<file path="config.mk">
export PLATFORM = sky130hd
export DESIGN_NAME = apb_master_bridge
export DESIGN_NICKNAME = d
export VERILOG_FILES = /design/src/rtl/apb_master_bridge.sv
export SDC_FILE = /design/constraint.sdc
export NUM_CORES = 1
export LEC_CHECK = 0
export ABC_AREA = 1
export CAP_MARGIN = 20
export CORE_MARGIN = 10
export CORE_UTILIZATION = 25
export DETAILED_ROUTE_END_ITERATION = 12
export PLACE_DENSITY = 0.6
export SLEW_MARGIN = 0
export SYNTH_ARGS = -nofsm -noshare
export SYNTH_HDL_FRONTEND = slang
export SYNTH_SLANG_ARGS = --single-unit
</file>
<file path="constraint.sdc">
create_clock -name pclk -period 0.95 [get_ports pclk]
set_input_delay 0.19 -clock pclk [delete_from_list [all_inputs] [get_ports pclk]]
set_output_delay 0.19 -clock pclk [all_outputs]
set_load 0.1 [all_outputs]
</file>
<file path="src/rtl/apb_master_bridge.sv">
// APB3 master bridge: turns the level-sensitive command interface into
// SETUP/ACCESS bus cycles toward two slaves selected by the address MSB.
// Optional macro APB_TIMEOUT_EN adds a wait-state watchdog that
// force-completes a stalled ACCESS with an error after TIMEOUT_CYCLES waits.
module apb_master_bridge #(
  parameter int ADDR_W         = 8,
  parameter int DATA_W         = 8,
  parameter int TIMEOUT_CYCLES = 16
) (
  input  logic              pclk,
  input  logic              presetn,
  input  logic              transfer,
  input  logic              READ_WRITE,
  input  logic [ADDR_W-1:0] apb_write_paddr,
  input  logic [DATA_W-1:0] apb_write_data,
  input  logic [ADDR_W-1:0] apb_read_paddr,
  output logic [DATA_W-1:0] apb_read_data_out,
  output logic              psel1,
  output logic              psel2,
  output logic              penable,
  output logic              pwrite,
  output logic [ADDR_W-1:0] paddr,
  output logic [DATA_W-1:0] pwdata,
  input  logic [DATA_W-1:0] prdata,
  input  logic              pready,
  input  logic              pslverr,
  output logic              xfer_done,
  output logic              xfer_err,
  output logic              busy
);

  localparam logic [1:0] S_IDLE   = 2'd0;
  localparam logic [1:0] S_SETUP  = 2'd1;
  localparam logic [1:0] S_ACCESS = 2'd2;

  logic [1:0]        state_q, state_d;
  logic              psel1_q, psel1_d, psel2_q, psel2_d;
  logic              penable_q, penable_d, pwrite_q, pwrite_d;
  logic [ADDR_W-1:0] paddr_q, paddr_d;
  logic [DATA_W-1:0] pwdata_q, pwdata_d;
  logic [DATA_W-1:0] rdata_q, rdata_d;
  logic              done_q, done_d, err_q, err_d;
  logic              capture;
  logic              timeout;
  logic [ADDR_W-1:0] cmd_addr;

  // Address of the command presented this cycle (only used when captured)
  assign cmd_addr = READ_WRITE ? apb_read_paddr : apb_write_paddr;

`ifdef APB_TIMEOUT_EN
  localparam int CW = $clog2(TIMEOUT_CYCLES + 1);
  logic [CW-1:0] wcnt_q, wcnt_d;

  // Wait-state counter: cleared in SETUP, counts ACCESS cycles without pready
  always_comb begin
    wcnt_d = wcnt_q;
    if (state_q == S_SETUP)
      wcnt_d = '0;
    else if (state_q == S_ACCESS && !pready)
      wcnt_d = wcnt_q + 1'b1;
  end

  // The last allowed wait cycle completes the transfer with an error
  assign timeout = (state_q == S_ACCESS) && !pready &&
                   (wcnt_q == CW'(TIMEOUT_CYCLES - 1));

  // Wait counter register
  always_ff @(posedge pclk or negedge presetn) begin
    if (!presetn) wcnt_q <= '0;
    else          wcnt_q <= wcnt_d;
  end
`else
  localparam int unused_timeout_cycles = TIMEOUT_CYCLES;
  assign timeout = 1'b0;
`endif

  // Next-state and registered-output computation for the bus FSM
  always_comb begin
    state_d   = state_q;
    psel1_d   = psel1_q;
    psel2_d   = psel2_q;
    penable_d = penable_q;
    pwrite_d  = pwrite_q;
    paddr_d   = paddr_q;
    pwdata_d  = pwdata_q;
    rdata_d   = rdata_q;
    done_d    = 1'b0;
    err_d     = 1'b0;
    capture   = 1'b0;
    case (state_q)
      S_IDLE: begin
        if (transfer) begin
          capture = 1'b1;
        end else begin
          psel1_d   = 1'b0;
          psel2_d   = 1'b0;
          penable_d = 1'b0;
        end
      end
      S_SETUP: begin
        state_d   = S_ACCESS;
        penable_d = 1'b1;
      end
      S_ACCESS: begin
        if (pready || timeout) begin
          done_d = 1'b1;
          err_d  = timeout | pslverr;
          // Only a clean read completion updates the read-data register
          if (pready && !pslverr && !pwrite_q)
            rdata_d = prdata;
          if (transfer) begin
            capture = 1'b1;
          end else begin
            state_d   = S_IDLE;
            psel1_d   = 1'b0;
            psel2_d   = 1'b0;
            penable_d = 1'b0;
          end
        end
      end
      default: begin
        state_d   = S_IDLE;
        psel1_d   = 1'b0;
        psel2_d   = 1'b0;
        penable_d = 1'b0;
      end
    endcase
    // Command capture shared by IDLE and back-to-back ACCESS completion
    if (capture) begin
      state_d   = S_SETUP;
      pwrite_d  = ~READ_WRITE;
      paddr_d   = cmd_addr;
      if (!READ_WRITE)
        pwdata_d = apb_write_data;
      psel1_d   = ~cmd_addr[ADDR_W-1];
      psel2_d   = cmd_addr[ADDR_W-1];
      penable_d = 1'b0;
    end
  end

  // State and output registers
  always_ff @(posedge pclk or negedge presetn) begin
    if (!presetn) begin
      state_q   <= S_IDLE;
      psel1_q   <= 1'b0;
      psel2_q   <= 1'b0;
      penable_q <= 1'b0;
      pwrite_q  <= 1'b0;
      paddr_q   <= '0;
      pwdata_q  <= '0;
      rdata_q   <= '0;
      done_q    <= 1'b0;
      err_q     <= 1'b0;
    end else begin
      state_q   <= state_d;
      psel1_q   <= psel1_d;
      psel2_q   <= psel2_d;
      penable_q <= penable_d;
      pwrite_q  <= pwrite_d;
      paddr_q   <= paddr_d;
      pwdata_q  <= pwdata_d;
      rdata_q   <= rdata_d;
      done_q    <= done_d;
      err_q     <= err_d;
    end
  end

  assign psel1             = psel1_q;
  assign psel2             = psel2_q;
  assign penable           = penable_q;
  assign pwrite            = pwrite_q;
  assign paddr             = paddr_q;
  assign pwdata            = pwdata_q;
  assign apb_read_data_out = rdata_q;
  assign xfer_done         = done_q;
  assign xfer_err          = err_q;
  assign busy              = (state_q != S_IDLE);

endmodule
</file>
* After elaboration in Yosys (flattened, before gate mapping) *
Index checks and enable logic that the tools add are counted.

word-level totals
  memories = 0
  input port bits = 38
  bits in latches = 0
  memory bits (read-only) = 0
  bits in registers = 32
  memory bits (writable) = 0
  output and inout port bits = 31

operators by class
  bitwise operators = 2
  eq/ne operators = 6
  $add $sub $neg = 0
  shift-type cells = 0
  reductions and logical operators = 10
  multiply operators = 0
  $lt $le $gt $ge = 0
  div/mod/pow operators = 0
  mux-type cells = 24

operators by type and width
  operator                                        count
  two-way mux 1 bit                               15
  one-hot mux 1 bit (3 select lines)              3
  two-way mux 8 bit                               1
  two-way mux 2 bit                               3
  != test 3 bit (second input constant)           2
  one-hot mux 2 bit (3 select lines)              1
  AND reduction 3 bit                             2
  != test 2 bit (second input constant)           2
  AND reduction 2 bit                             2
  == test 2 x 1 -> 1 bit (second input constant)  1
  == test 2 bit (second input constant)           1
  logical AND 1 bit                               2
  logical NOT 1 bit                               2
  logical NOT 2 bit                               1
  inverter 1 bit                                  2
  one-hot mux 1 bit (2 select lines)              1
  nonzero test 2 bit                              1

* Longest topological paths before layout *
  word-level depth = 5
  gate-level depth with buffers = 7
  mapped depth without buffers = 5

* Least setup slack after synthesis *
No wires, ideal clock.

  path kind = register to register
  start point = reg pwrite_q (netlist: pwrite)
  end point = reg rdata_q[0] (netlist: apb_read_data_out[0])
  stages on the path, launching flop included = 5
  arrival = 1.402 ns
  setup slack = -0.574 ns
  required time = 0.828 ns
  period minus slack after synthesis = 1.524 ns
  setup time = 0.122 ns
  path through = dfrtp_1 -> nor2_2 -> nand2_4 -> nand2_1 -> nand2_1

on the way
  cells in the longest elaborated chain, start to end = 3

RTL lines
  element                        RTL line  RTL
  from (decl)                    38        logic penable_q, penable_d, pwrite_q, pwrite_d;
  from (signal assigned)         159       pwrite_q <= pwrite_d;
  logical NOT 1 bit              109       if (pready && !pslverr && !pwrite_q)
  logical AND 1 bit              109
  AND reduction 3 bit (no line)  n/a
  to (signal assigned)           162       rdata_q <= rdata_d;
  to (decl)                      41        logic [DATA_W-1:0] rdata_q, rdata_d;

No other way between the ends.
A chain may end at the register's enable or synchronous reset.

* Worst setup path after layout *
  start point = reg state_q[0]
  end point = out busy

on the way
  cells in the longest elaborated chain, start to end = 1

RTL lines
  element                 RTL line  RTL
  from (decl)             36        logic [1:0] state_q, state_d;
  from (signal assigned)  155       state_q <= state_d;
  nonzero test 2 bit      177       assign busy = (state_q != S_IDLE);
  to (decl)               29        output logic busy

No other way between the ends.

==> results.txt <==
Slew @ Worst Pin - 0.202 ns
IO buf count - 68
Critical Path AT - 1.07 ns
Adder-cell area share of the yosys netlist - 0%
Clock Skews - 0.00343 ns
Layout Nets - 308
Detail Placement HPWL - 3600 µm
Worst-path clk slew - 0.07 ns
WL met2 - 2270 µm
Fin cells - 343
Pins Over Slew Limit - 0
Multi-input gate area in the final layout - 636 µm²
Crit-path max FO - 2
Clock sinks - 32
Final Hold Fails - 0
Simple-Gate Fraction of Synth Area - 38.8%
Setup crit end kind - primary output
Library cells used by synthesis - 16
Largest family of logic cells by synthesized area - simple AND/OR/NAND/NOR gates
Seq. cell area - 842 µm²
Compound-Gate Fraction of Synth Area - 0.719%
WL/cell - 13.7 µm
Syn_area_per_cell - 8.59 µm²
RSZ-0062 raised after global routing - true
Router iterations before antenna repair - 4
Via count - 1434
Total CTS buffers - 5
Mux contribution to synthesized area - 0%
Die area - 8950 µm²
Worst setup SP type - flip-flop
Synth-to-Final Area Change - 115%
Violated checks - negative setup slack
Die width - 94.6 µm
# fillers - 494
Placed Cells - 316
Synthesis-stage register bit count - 32
Setup_tns - -9.04 ns
Setup violators final - 59
Status - complete, but fails checks
Top-Level Pins - 69
Overall Power - 0.00928 W
Clock Path Buffers - 2
Pleak - 1.43 nW
Number of DRC markers in iteration 0 - 64
Total wire length - 4700 µm
Crit Path Class - flip-flop to primary output
Clk Latency, worst-skew pair - 0.28 ns
Gr usage total - 10.3%
Post-DRT Antenna Nets - 0
DIE HEIGHT - 94.6 µm
Routability cong. - 0.757
Largest net degree at the start of global routing - 15
Yosys warning count - 0
Highest Clock Rate - 794 MHz
Cell Rows - 27
Fin crit share - 133%
Synthesized cell area - 1390 µm²
Worst r2r src - state_q[0]
Initial Utilization - 25.6%
# Max-Cap Violations - 0
Slew margin rel. - 86.5%
Met1 wire length - 1980 µm
R2R Path End - pwdata[7]
Critical Path RT - 0.76 ns
Residual DRC - 0
Leading area contributor after synthesis - dfrtp_1
VDD IR max - 0.00188 V
Initial antenna violation count - 0
Fin crit period - 1.26 ns
Vias per cell - 4.18
CTS H-tree depth - 2
Pwr dens - 3100 nW/µm²
WL met3 - 409 µm
Top sig layer - met4
Syn nets - 200
CTS Root Cell - clkbuf_8
Worst hold path type - input pin to asynchronous set/reset pin
Inserted Diodes - 0
Core footprint - 5440 µm²
Post-Synthesis Cells - 162
First-pass GRT wire length - 7260 µm
Final WS setup - -0.310 ns
Area contributors post-synth - dfrtp_1, nand2_1, nand3_1
Share of the synthesized area in the top cell type - 57.6%
CTS tree - done
Worst reg-to-reg path cell count - 6
Grt total ovfl - 0
Share of layout cells above drive strength 1 - 46.9%
R2R setup slack - -0.23 ns
Number of global-route vias before repair - 1470
Post-Synth XOR/XNOR Area - 0%
Sequential share of the synthesized area - 57.6%
routing by layer:
layer | GRT usage, % | up-vias
met5 | 0 | -
met4 | 2.62 | 0
met3 | 5.08 | 4
met2 | 16.7 | 51
met1 | 11.9 | 643
li1 | - | 736
power breakdown:
group / internal [W] / switching [W] / leakage (nW) / total, W
Combinational: 0.00220 / 0.00373 / 1.01 / 0.00593
Sequential: 0.00184 / 0.000428 / 0.365 / 0.00227
Clock: 0.000578 / 0.000505 / 0.0510 / 0.00108
Total: 0.00462 / 0.00466 / 1.43 / 0.00928
cell families after synthesis:
kind of cell | Yosys count
buf+inv | 8
compound gates | 2
simple gates | 120
flops | 32
cells in the final DEF, fill, tap and decap left out, types with 3 or more instances in the layout:
master,n
nand2_1,83
clkdlybuf4s50_1,36
buf_12,33
dfrtp_2,30
buf_4,20
buf_6,11
nand3_1,9
nand2_2,8
nand4_1,8
clkbuf_8,6
nor2_4,4
nand2_4,4
inv_1,3
registers in the layout (all words and copies together), names as in the netlist:
signal / flops
penable: 1
apb_read_data_out: 8
psel1: 1
pwdata: 8
pwrite: 1
psel2: 1
xfer_done: 1
xfer_err: 1
state_q: 2
paddr: 8
synthesized netlist by cell type:
library cell and instances:
nand2_2 3, nor2_2 1, nor2_1 1, inv_4 1, nand2_1 91, nand3_4 1, nor3b_1 1, nor2_4 3
nand2_4 1, o21ai_0 2, inv_2 1, nand4_1 8, inv_1 4, dfrtp_1 32, buf_4 2, nand3_1 10
stage by stage:
step | util, % | setup slack, ns | hold WS, ns | instance area, µm²
global route | 55.1 | -0.348 | 0.261 | 3000
global placement | 49.3 | -0.433 | 0.499 | 2680
finish | 55.1 | -0.310 | 0.256 | 3000
floorplan | - | -0.213 | -0.106 | 1470
CTS | 53.3 | -0.342 | 0.250 | 2900
detailed placement | 49.3 | -0.465 | 0.503 | 2680
critical path: stages, from the launching register on:
cell	delay, ns
dfrtp_2	0.43
inv_4	0.07
buf_12	0.10
nand2_8	0.04
buf_12	0.15
worst max path at each step:
stage,from,to,cells past startpoint,slack (ns)
floorplan,pwrite,apb_read_data_out[0],4,-0.21
global placement,pready,apb_read_data_out[4],6,-0.43
detailed placement,pready,apb_read_data_out[6],6,-0.46
CTS,state_q[0],busy,4,-0.34
global route,state_q[0],busy,4,-0.35
finish,state_q[0],busy,4,-0.31
repair_timing:
| item | CTS | global route |
|---|---|---|
| hold buffers | 0 | 0 |
| setup endpoints to repair | 61 | 61 |
| pin swaps | 10 | 7 |
| buffers inserted | 12 | 5 |
| cloned | 0 | 2 |
| resized for setup | 10 | 12 |
cell type report:
type	instances	share of cell area, %
timing repair buffer	101	43.7
sequential	32	28.1
multi-input combinational	124	21.2
tap	72	3.01
clock buffer	6	2.76
inverter	6	0.919
clock inverter	2	0.334
No activity file was read; power rests on OpenSTA's default activity.
